[config.mk]
export PLATFORM = sky130hd
export DESIGN_NAME = uart_rx
export DESIGN_NICKNAME = d
export VERILOG_FILES = /design/src/rtl/uart_pkg.sv /design/src/rtl/uart_baud_gen.sv /design/src/rtl/uart_rx.sv
export SDC_FILE = /design/constraint.sdc
export NUM_CORES = 1
export LEC_CHECK = 0
export ABC_AREA = 1
export BUFFER_PORTS_ARGS = -buffer_cell sky130_fd_sc_hd__buf_2
export CAP_MARGIN = 10
export CORE_ASPECT_RATIO = 2
export CORE_UTILIZATION = 38
export DETAILED_ROUTE_END_ITERATION = 8
export GPL_TIMING_DRIVEN = 0
export MAX_ROUTING_LAYER = met4
export SLEW_MARGIN = 25
export SYNTH_ARGS = -nofsm -noshare
export SYNTH_HDL_FRONTEND = slang
export SYNTH_SLANG_ARGS = --single-unit
export TNS_END_PERCENT = 10
[constraint.sdc]
create_clock -name sys_clk -period 2.9 [get_ports sys_clk]
set_input_delay 0.435 -clock sys_clk [delete_from_list [all_inputs] [get_ports sys_clk]]
set_output_delay 0.435 -clock sys_clk [all_outputs]
set_load 0.02 [all_outputs]
[src/rtl/uart_pkg.sv]
// uart_pkg: constants, receiver state type and baud divisor helper used by
// uart_rx and uart_baud_gen.
//   OVERSAMPLE : ticks per serial bit
//   SAMPLE_MID : centre tick of a bit; the ticks on either side of it are
//                also sampled for the majority vote
//   rx_state_t : receiver FSM states
//   calc_div   : clocks per oversampling tick, rounded to nearest
package uart_pkg;

  localparam int OVERSAMPLE = 16;
  localparam int SAMPLE_MID = 8;

  typedef enum logic [2:0] {
    IDLE   = 3'd0,
    START  = 3'd1,
    DATA   = 3'd2,
    PARITY = 3'd3,
    STOP   = 3'd4,
    BREAK  = 3'd5
  } rx_state_t;

  // round(clk_freq / (baud_rate * OVERSAMPLE)). A result below 1 means the
  // clock is too slow for the requested rate.
  function automatic int calc_div(input int clk_freq, input int baud_rate);
    longint den;
    den = longint'(baud_rate) * longint'(OVERSAMPLE);
    if (den <= 0) return 0;
    return int'((longint'(clk_freq) + den / 2) / den);
  endfunction

endpackage

[src/rtl/uart_baud_gen.sv]
// uart_baud_gen: oversampling tick generator.
//   sys_clk   : system clock, rising edge
//   sys_rst_n : asynchronous active-low reset
//   en        : counter runs while high, holds at 0 while low
//   restart   : synchronous restart, counter back to 0 (wins over en)
//   tick      : one-cycle strobe every DIV clocks while enabled
module uart_baud_gen
  import uart_pkg::*;
#(
  parameter int CLK_FREQ  = 50_000_000,
  parameter int BAUD_RATE = 115200
) (
  input  logic sys_clk,
  input  logic sys_rst_n,
  input  logic en,
  input  logic restart,
  output logic tick
);

  localparam int DIV = calc_div(CLK_FREQ, BAUD_RATE);
  localparam int CW  = (DIV > 1) ? $clog2(DIV) : 1;
  localparam logic [CW-1:0] LAST = CW'(DIV - 1);

  if (DIV < 1) begin : g_div_check
    $error("uart_baud_gen: CLK_FREQ too low for BAUD_RATE (DIV < 1)");
  end

  logic [CW-1:0] cnt;

  always_ff @(posedge sys_clk or negedge sys_rst_n) begin
    if (!sys_rst_n) begin
      cnt  <= '0;
      tick <= 1'b0;
    end else if (restart || !en) begin
      cnt  <= '0;
      tick <= 1'b0;
    end else if (cnt == LAST) begin
      cnt  <= '0;
      tick <= 1'b1;
    end else begin
      cnt  <= cnt + 1'b1;
      tick <= 1'b0;
    end
  end

endmodule

[src/rtl/uart_rx.sv]
// uart_rx: asynchronous serial receiver, 8N1 by default, 8E1 when the
// macro UART_RX_PARITY_EN is defined.
//   sys_clk           : system clock, rising edge
//   sys_rst_n         : asynchronous active-low reset
//   uart_rxd_i        : serial line, idle high, asynchronous
//   uart_rx_valid_o   : one-cycle strobe, byte received
//   uart_rxdata_o     : received byte, updated only with the valid strobe
//   uart_frame_err_o  : one-cycle strobe, stop bit sampled low
//   uart_parity_err_o : one-cycle strobe, even parity mismatch (0 in 8N1)
//   dbg_state         : current FSM state
//
// Handshake: the three strobes are mutually exclusive, at most one per
// frame, and there is no backpressure; the consumer must take
// uart_rxdata_o in the cycle uart_rx_valid_o is high.
module uart_rx
  import uart_pkg::*;
#(
  parameter int CLK_FREQ  = 50_000_000,
  parameter int BAUD_RATE = 115200
) (
  input  logic       sys_clk,
  input  logic       sys_rst_n,
  input  logic       uart_rxd_i,
  output logic       uart_rx_valid_o,
  output logic [7:0] uart_rxdata_o,
  output logic       uart_frame_err_o,
  output logic       uart_parity_err_o,
  output rx_state_t  dbg_state
);

  localparam logic [4:0] T_FIRST = 5'(SAMPLE_MID - 1);
  localparam logic [4:0] T_MID   = 5'(SAMPLE_MID);
  localparam logic [4:0] T_LAST  = 5'(SAMPLE_MID + 1);
  localparam logic [4:0] T_END   = 5'(OVERSAMPLE);

  // Synchronizer plus one history flop for falling-edge detection. All
  // reset to 1 so reset release on an idle line never looks like a start.
  logic rxd_meta, rxd_sync, rxd_prev;

  always_ff @(posedge sys_clk or negedge sys_rst_n) begin
    if (!sys_rst_n) begin
      rxd_meta <= 1'b1;
      rxd_sync <= 1'b1;
      rxd_prev <= 1'b1;
    end else begin
      rxd_meta <= uart_rxd_i;
      rxd_sync <= rxd_meta;
      rxd_prev <= rxd_sync;
    end
  end

  rx_state_t  state;
  logic       start_det, baud_en, tick;
  logic [3:0] tick_cnt;   // ticks already seen in the current bit
  logic [4:0] tick_num;   // 1-based number of the tick being taken now
  logic [2:0] bit_cnt;
  logic [7:0] shift;
  logic [1:0] early;      // samples from the first two vote ticks
  logic       vote, at_sample, at_end;
  logic       valid, frame_err;
  logic [7:0] rxdata;

`ifdef UART_RX_PARITY_EN
  logic parity_bad, parity_err;
`endif

  assign start_det = (state == IDLE) && rxd_prev && !rxd_sync;
  assign baud_en   = (state != IDLE);

  uart_baud_gen #(
    .CLK_FREQ (CLK_FREQ),
    .BAUD_RATE(BAUD_RATE)
  ) u_baud_gen (
    .sys_clk  (sys_clk),
    .sys_rst_n(sys_rst_n),
    .en       (baud_en),
    .restart  (start_det),
    .tick     (tick)
  );

  // Ticks are numbered 1..16 from the start edge, so the vote window
  // 7/8/9 straddles the bit centre and the decision lands on tick 9.
  assign tick_num  = {1'b0, tick_cnt} + 5'd1;
  assign at_sample = tick && (tick_num == T_LAST);
  assign at_end    = tick && (tick_num == T_END);
  assign vote      = (early[0] & early[1]) | (early[0] & rxd_sync) |
                     (early[1] & rxd_sync);

  always_ff @(posedge sys_clk or negedge sys_rst_n) begin
    if (!sys_rst_n) begin
      state     <= IDLE;
      tick_cnt  <= '0;
      bit_cnt   <= '0;
      shift     <= '0;
      early     <= '0;
      valid     <= 1'b0;
      frame_err <= 1'b0;
      rxdata    <= '0;
`ifdef UART_RX_PARITY_EN
      parity_bad <= 1'b0;
      parity_err <= 1'b0;
`endif
    end else begin
      valid     <= 1'b0;
      frame_err <= 1'b0;
`ifdef UART_RX_PARITY_EN
      parity_err <= 1'b0;
`endif

      if (state != IDLE && state != BREAK && tick) begin
        tick_cnt <= at_end ? 4'd0 : tick_cnt + 4'd1;
        if (tick_num == T_FIRST) early[0] <= rxd_sync;
        if (tick_num == T_MID)   early[1] <= rxd_sync;
      end

      case (state)
        IDLE: begin
          if (start_det) begin
            state    <= START;
            tick_cnt <= '0;
            bit_cnt  <= '0;
          end
        end

        START: begin
          if (at_sample && vote) state <= IDLE;  // false start
          else if (at_end)       state <= DATA;
        end

        DATA: begin
          if (at_sample) shift <= {vote, shift[7:1]};
          if (at_end) begin
            bit_cnt <= bit_cnt + 3'd1;
            if (bit_cnt == 3'd7) begin
`ifdef UART_RX_PARITY_EN
              state <= PARITY;
`else
              state <= STOP;
`endif
            end
          end
        end

`ifdef UART_RX_PARITY_EN
        PARITY: begin
          // Even parity: data bits plus parity bit must XOR to 0.
          if (at_sample) parity_bad <= vote ^ (^shift);
          if (at_end)    state <= STOP;
        end
`endif

        // Leave as soon as the stop bit is decided so the next start edge
        // is caught with about half a bit of margin.
        STOP: begin
          if (at_sample) begin
            if (vote) begin
`ifdef UART_RX_PARITY_EN
              if (parity_bad) begin
                parity_err <= 1'b1;
              end else begin
                valid  <= 1'b1;
                rxdata <= shift;
              end
`else
              valid  <= 1'b1;
              rxdata <= shift;
`endif
              state <= IDLE;
            end else begin
              frame_err <= 1'b1;
              state     <= BREAK;
            end
          end
        end

        // A held-low line yields one frame error; wait for it to go high.
        BREAK: begin
          if (rxd_sync) state <= IDLE;
        end

        default: state <= IDLE;
      endcase
    end
  end

  assign uart_rx_valid_o  = valid;
  assign uart_rxdata_o    = rxdata;
  assign uart_frame_err_o = frame_err;
  assign dbg_state        = state;

`ifdef UART_RX_PARITY_EN
  assign uart_parity_err_o = parity_err;
`else
  assign uart_parity_err_o = 1'b0;
`endif

endmodule

; Word level (Yosys, flattened, before mapping)
; Cells that the tools add are included.
[op_classes]
bitwise_logic = 5
n_mux = 26
reduce_logical = 19
n_eq_ne = 17
n_addsub = 4
[op_table]
columns = cell, n
row1 = 3-bit two-way mux, 10
row2 = 4-bit two-way mux, 4
row3 = 3-bit case mux with 5 select lines, 1
row4 = 5-bit by 4-bit equality test with 1-bit output (second input constant), 2
row5 = 5-bit equality test (second input constant), 2
row6 = 5-bit two-way mux, 2
row7 = 3-bit equality test (second input constant), 3
row8 = 1-bit two-way mux, 8
row9 = 2-bit != test (second input constant), 4
row10 = 1-bit logical AND, 7
row11 = 3-bit != test (second input constant), 2
row12 = 3-bit case mux with 2 select lines, 1
row13 = 2-bit AND reduction, 3
row14 = 3-bit AND reduction, 2
row15 = 6-bit AND reduction, 1
row16 = 4-bit by 1-bit adder with 5-bit output (second input constant), 1
row17 = 5-bit by 1-bit adder with 5-bit output (second input constant), 1
row18 = 5-bit by 3-bit equality test with 1-bit output (second input constant), 1
row19 = 4-bit by 1-bit adder with 4-bit output (second input constant), 1
row20 = 3-bit by 1-bit adder with 3-bit output (second input constant), 1
row21 = 1-bit AND, 3
row22 = 3-bit by 1-bit equality test with 1-bit output (second input constant), 1
row23 = 3-bit by 2-bit equality test with 1-bit output (second input constant), 1
row24 = 3-bit zero test, 1
row25 = 6 further kinds, 8
[totals]
out_inout_bits = 14
elab_cells = 85
inputBits = 3
ff_bits = 39

; Longest topological paths before layout
[logic_depth]
ltp_word = 7
depth_mapped = 12
depth_no_buf = 12

; Hierarchy
; Synthesis repeated with hierarchy kept, for this count alone.
[hier_totals]
hier_cells = 210
area_unflattened_um2 = 1930.6
[modules_own_cells]
columns = mod, n_inst, area_per_inst_um2, cells_per_inst, seq_area_each_um2
row1 = uart_rx, 1, 1642.8, 178, 829.5
row2 = uart_baud_gen, 1, 287.8, 32, 150.1

; Least setup slack after synthesis
; Ideal clock, no wire load.
[synth_path]
path_type = register -> register
start = register tick_cnt[0]
end = register rxdata[6] (netlist: uart_rxdata_o[6])
setup_ps = 117
period_less_slack_ps = 1570
path_buffers = 1
path_slack_ps = 1330
required_ps = 2783
arrival_time_ps = 1453
stages_incl_launch_ff = 11
path_cell_list = dfrtp_1 -> ha_1 -> nand3_1 -> nand2_1 -> nor2_4 -> nand2_4 -> inv_4 -> nand3_4 -> buf_6 -> nand2_2 -> o21ai_2
[synth_via]
elab_chain_len = 4
[synth_lines]
columns = item, line_no
row1 = start: declaration, uart_rx.sv:54  ; logic [3:0] tick_cnt;
row2 = start signal: assignment, uart_rx.sv:111  ; tick_cnt <= at_end ? 4'd0 : tick_cnt + 4'd1;
row3 = 4-bit by 1-bit adder with 5-bit output, uart_rx.sv:83  ; assign tick_num = {1'b0, tick_cnt} + 5'd1;
row4 = 5-bit by 4-bit equality test with 1-bit output, uart_rx.sv:84  ; assign at_sample = tick && (tick_num == T_LAST);
row5 = 1-bit logical AND, uart_rx.sv:84
row6 = 3-bit AND reduction (no source line), --
row7 = end signal: assignment, uart_rx.sv:166  ; rxdata <= shift;
row8 = end: declaration, uart_rx.sv:61  ; logic [7:0] rxdata;
; No other way between the ends.
; A chain may end at the register's enable or synchronous reset.

; Worst setup path in the final report
[layout_path]
start = register tick_cnt[1]
end = register rxdata[6] (netlist: uart_rxdata_o[6])
; Same word-level chain as after synthesis.

==> out/summary.txt <==
most numerous cell in the Yosys netlist -> nand2_1
Initial Util -> 39.8%
Crit. End Element -> flip-flop
Avg Vias per Cell -> 4.82
GRT Overall Usage -> 16.5%
fin crit share -> 62.4%
CTS Buf Count -> 5
drt first pass iters -> 3
number of global-route vias before repair -> 1,462
FF+latch area -> 980 sq um
area delta synth->final -> 12.1%
max frequency -> 0.552 GHz
WP data arrival -> 2000 ps
DR vias -> 1,384
worst path required time -> 3090 ps
register area share after synthesis -> 50.6%
Max Slew Vio Count -> 0
xor and xnor area share after synthesis -> 0.904%
ant diodes -> 0
Die X -> 52.5 um
Synth Flop Type -> dfrtp_1
Netlist cell types -> 33
Post-synth ARST share -> 100%
fin crit period -> 1810 ps
postcts setup bufs -> 0
Setup crit start kind -> flip-flop
CTS tree -> done
die height -> 103 um
post-CTS sizing -> 0
Pleak -> 1.08 nW
total wire length -> 3540 um
Post-synth top cells -> nand2_1, dfrtp_1, inv_1, nor2_1, nand3_1
# Max-Cap Violations -> 0
Cell Area, Synth -> 0.00194 sq mm
worst slew pin tran -> 858 ps
post-synthesis mux area share -> 0%
Fin. Hold Viols -> 0
maximum VDD drop -> 0.000568 V
core box area -> 0.00486 sq mm
Post-Synthesis Mean Instance Area -> 9.36 sq um
WL per Instance -> 12.3 um
Multi-input gate area -> 808 sq um
Overflow after GRT -> 0
Pwr Density -> 620 mW/mm^2
fill cell count -> 497
Sink Count -> 39
setup tns final -> 0 ps
largest family of logic cells by synthesized area -> simple AND/OR/NAND/NOR gates
YS warnings -> 0
layout cells sized above 1 -> 28.3%
Worst Hold Class -> in2reg
CTS max path bufs -> 2
# H-tree levels -> 2
Worst Hold Slack -> 237 ps
Slowest-stage cell, CP -> dfrtp_1
dominant cells by area after synthesis -> dfrtp_1, nand2_1, ha_1, inv_1, dfstp_2
crit path kind -> reg2reg
antenna-violating nets left -> 0
Syn Nets -> 218
synthesis-stage register bit count -> 39
largest net degree at the start of global routing -> 40
Buffers on Ports -> 15
Die ar. -> 0.00540 sq mm
Simple-Gate Fraction of Synth Area -> 26.1%
Adder-Cell Fraction of Synth Area -> 5.17%
initial antenna violation count -> 0
Placed Cells -> 279
drt drc -> 0
Non-Filler Instances -> 287
Clk pin slew, worst setup/hold paths -> 80 ps
EDFF count, synth -> 0
worst skew pair latency -> 290 ps
RSZ-0062 raised after global routing -> false
Final Util -> 44.7%
Setup-failing EPs final -> 0
run status -> completed
# IOs -> 17
area share of the largest cell type after synthesis -> 46.5%
global-route wire length before repair -> 6310 um
Worst Skew -> 3.80 ps
dpl hpwl -> 2640 um
Mapped Cells -> 207
Slew headroom -> 42.8%
DR iter-0 viols -> 19
CTS hold repair buffers -> 0
Nets -> 240
post-synthesis compound-gate area fraction -> 9.37%
Synth area leader -> dfrtp_1
GP Congestion -> 0.848
floorplan row count -> 36
crit path max fanout -> 10
root buffer cell -> clkbuf_8
slowest stage delay, CP -> 460 ps
CP cell instances -> ha_1, inv_1, nand2_1, nand3_2, nor2_4, nand2_4, inv_4, nand3_4, buf_6, nand2_2, o21ai_2
==> cell usage in the layout (no fill, tap or decap), types with 4 or more instances in the layout <==
cell type  netlist  final
inv_2            7      7
clkbuf_8         0      5
nor2_1          12     12
buf_2            0     15
nand3_1          9      9
nor2_4           5      5
nand4_1          5      5
a21oi_1          4      4
dfrtp_1         36     36
ha_1             8      8
nand2_2          5      5
inv_1           24     24
o21ai_0          8      8
nand2_1         45     45
o21ai_2          8      8
o21ai_1          7      7
==> registers in the layout, indices dropped and copies added (netlist names), 2 cells and up <==
register        count
tick_cnt            4
shift               8
u_baud_gen.cnt      5
dbg_state           3
bit_cnt             3
early               2
uart_rxdata_o       8
==> power by group <==
group	internal [W]	switching, W	total, W
Combinational	0.000118	0.000239	0.000356
Clock	0.000167	0.000201	0.000368
Sequential	0.000582	0.0000402	0.000622
==> cell type report <==
| cell class | instances | share of cell area, % |
|---|---|---|
| Tap cell | 57 | 3.28 |
| Timing Repair Buffer | 15 | 3.46 |
| Clock inverter | 3 | 0.922 |
| Inverter | 32 | 5.65 |
| Sequential cell | 39 | 45.1 |
| Buffer | 3 | 1.21 |
| Clock buffer | 5 | 3.17 |
| Multi-Input combinational cell | 133 | 37.2 |
==> critical path: cells and delay by family, from the launching register on <==
family          cells  cell delay, ps
flops               1             460
buf+inv             3             330
fa+ha+maj           1             290
compound gates      1              40
simple gates        6             580
==> kinds of logic (layout without fill, tap and decap cells) <==
group,after synthesis,in the layout
flops,39,39
compound gates,29,29
buf+inv,35,58
xor+xnor,2,2
fa+ha+maj,8,8
simple gates,93,93
other cells,1,1
==> layer usage <==
metal,vias up,GRT usage [%],wire [um]
met5,-,-,0
met4,0,9.31,135
met3,10,2.80,71
met2,20,28.5,1970
met1,657,17.0,1370
li1,697,-,-
==> final timing paths <==
check | endpoint | cells past startpoint | slack [ps] | startpoint
min in group asynchronous | dbg_state[2] | 1 | 250 | sys_rst_n
max in group asynchronous | shift[5] | 1 | 2120 | sys_rst_n
hold / removal | rxd_meta | 1 | 240 | uart_rxd_i
setup reg to reg | uart_rxdata_o[6] | 11 | 1090 | tick_cnt[1]
hold reg to reg | rxd_sync | 0 | 360 | rxd_meta
setup / recovery | uart_rxdata_o[6] | 11 | 1090 | tick_cnt[1]
==> stage by stage <==
step | power (W) | cell area [sq um] | worst slack (ps)
finish | 0.00135 | 2170 | 1090
global route | 0.00145 | 2170 | 881
CTS | 0.00137 | 2170 | 1080
detailed placement | 0.000997 | 2080 | 1100
global placement | 0.000992 | 2080 | 1110
floorplan | 0.000912 | 1940 | 1330
No activity file was read; power rests on OpenSTA's default activity.
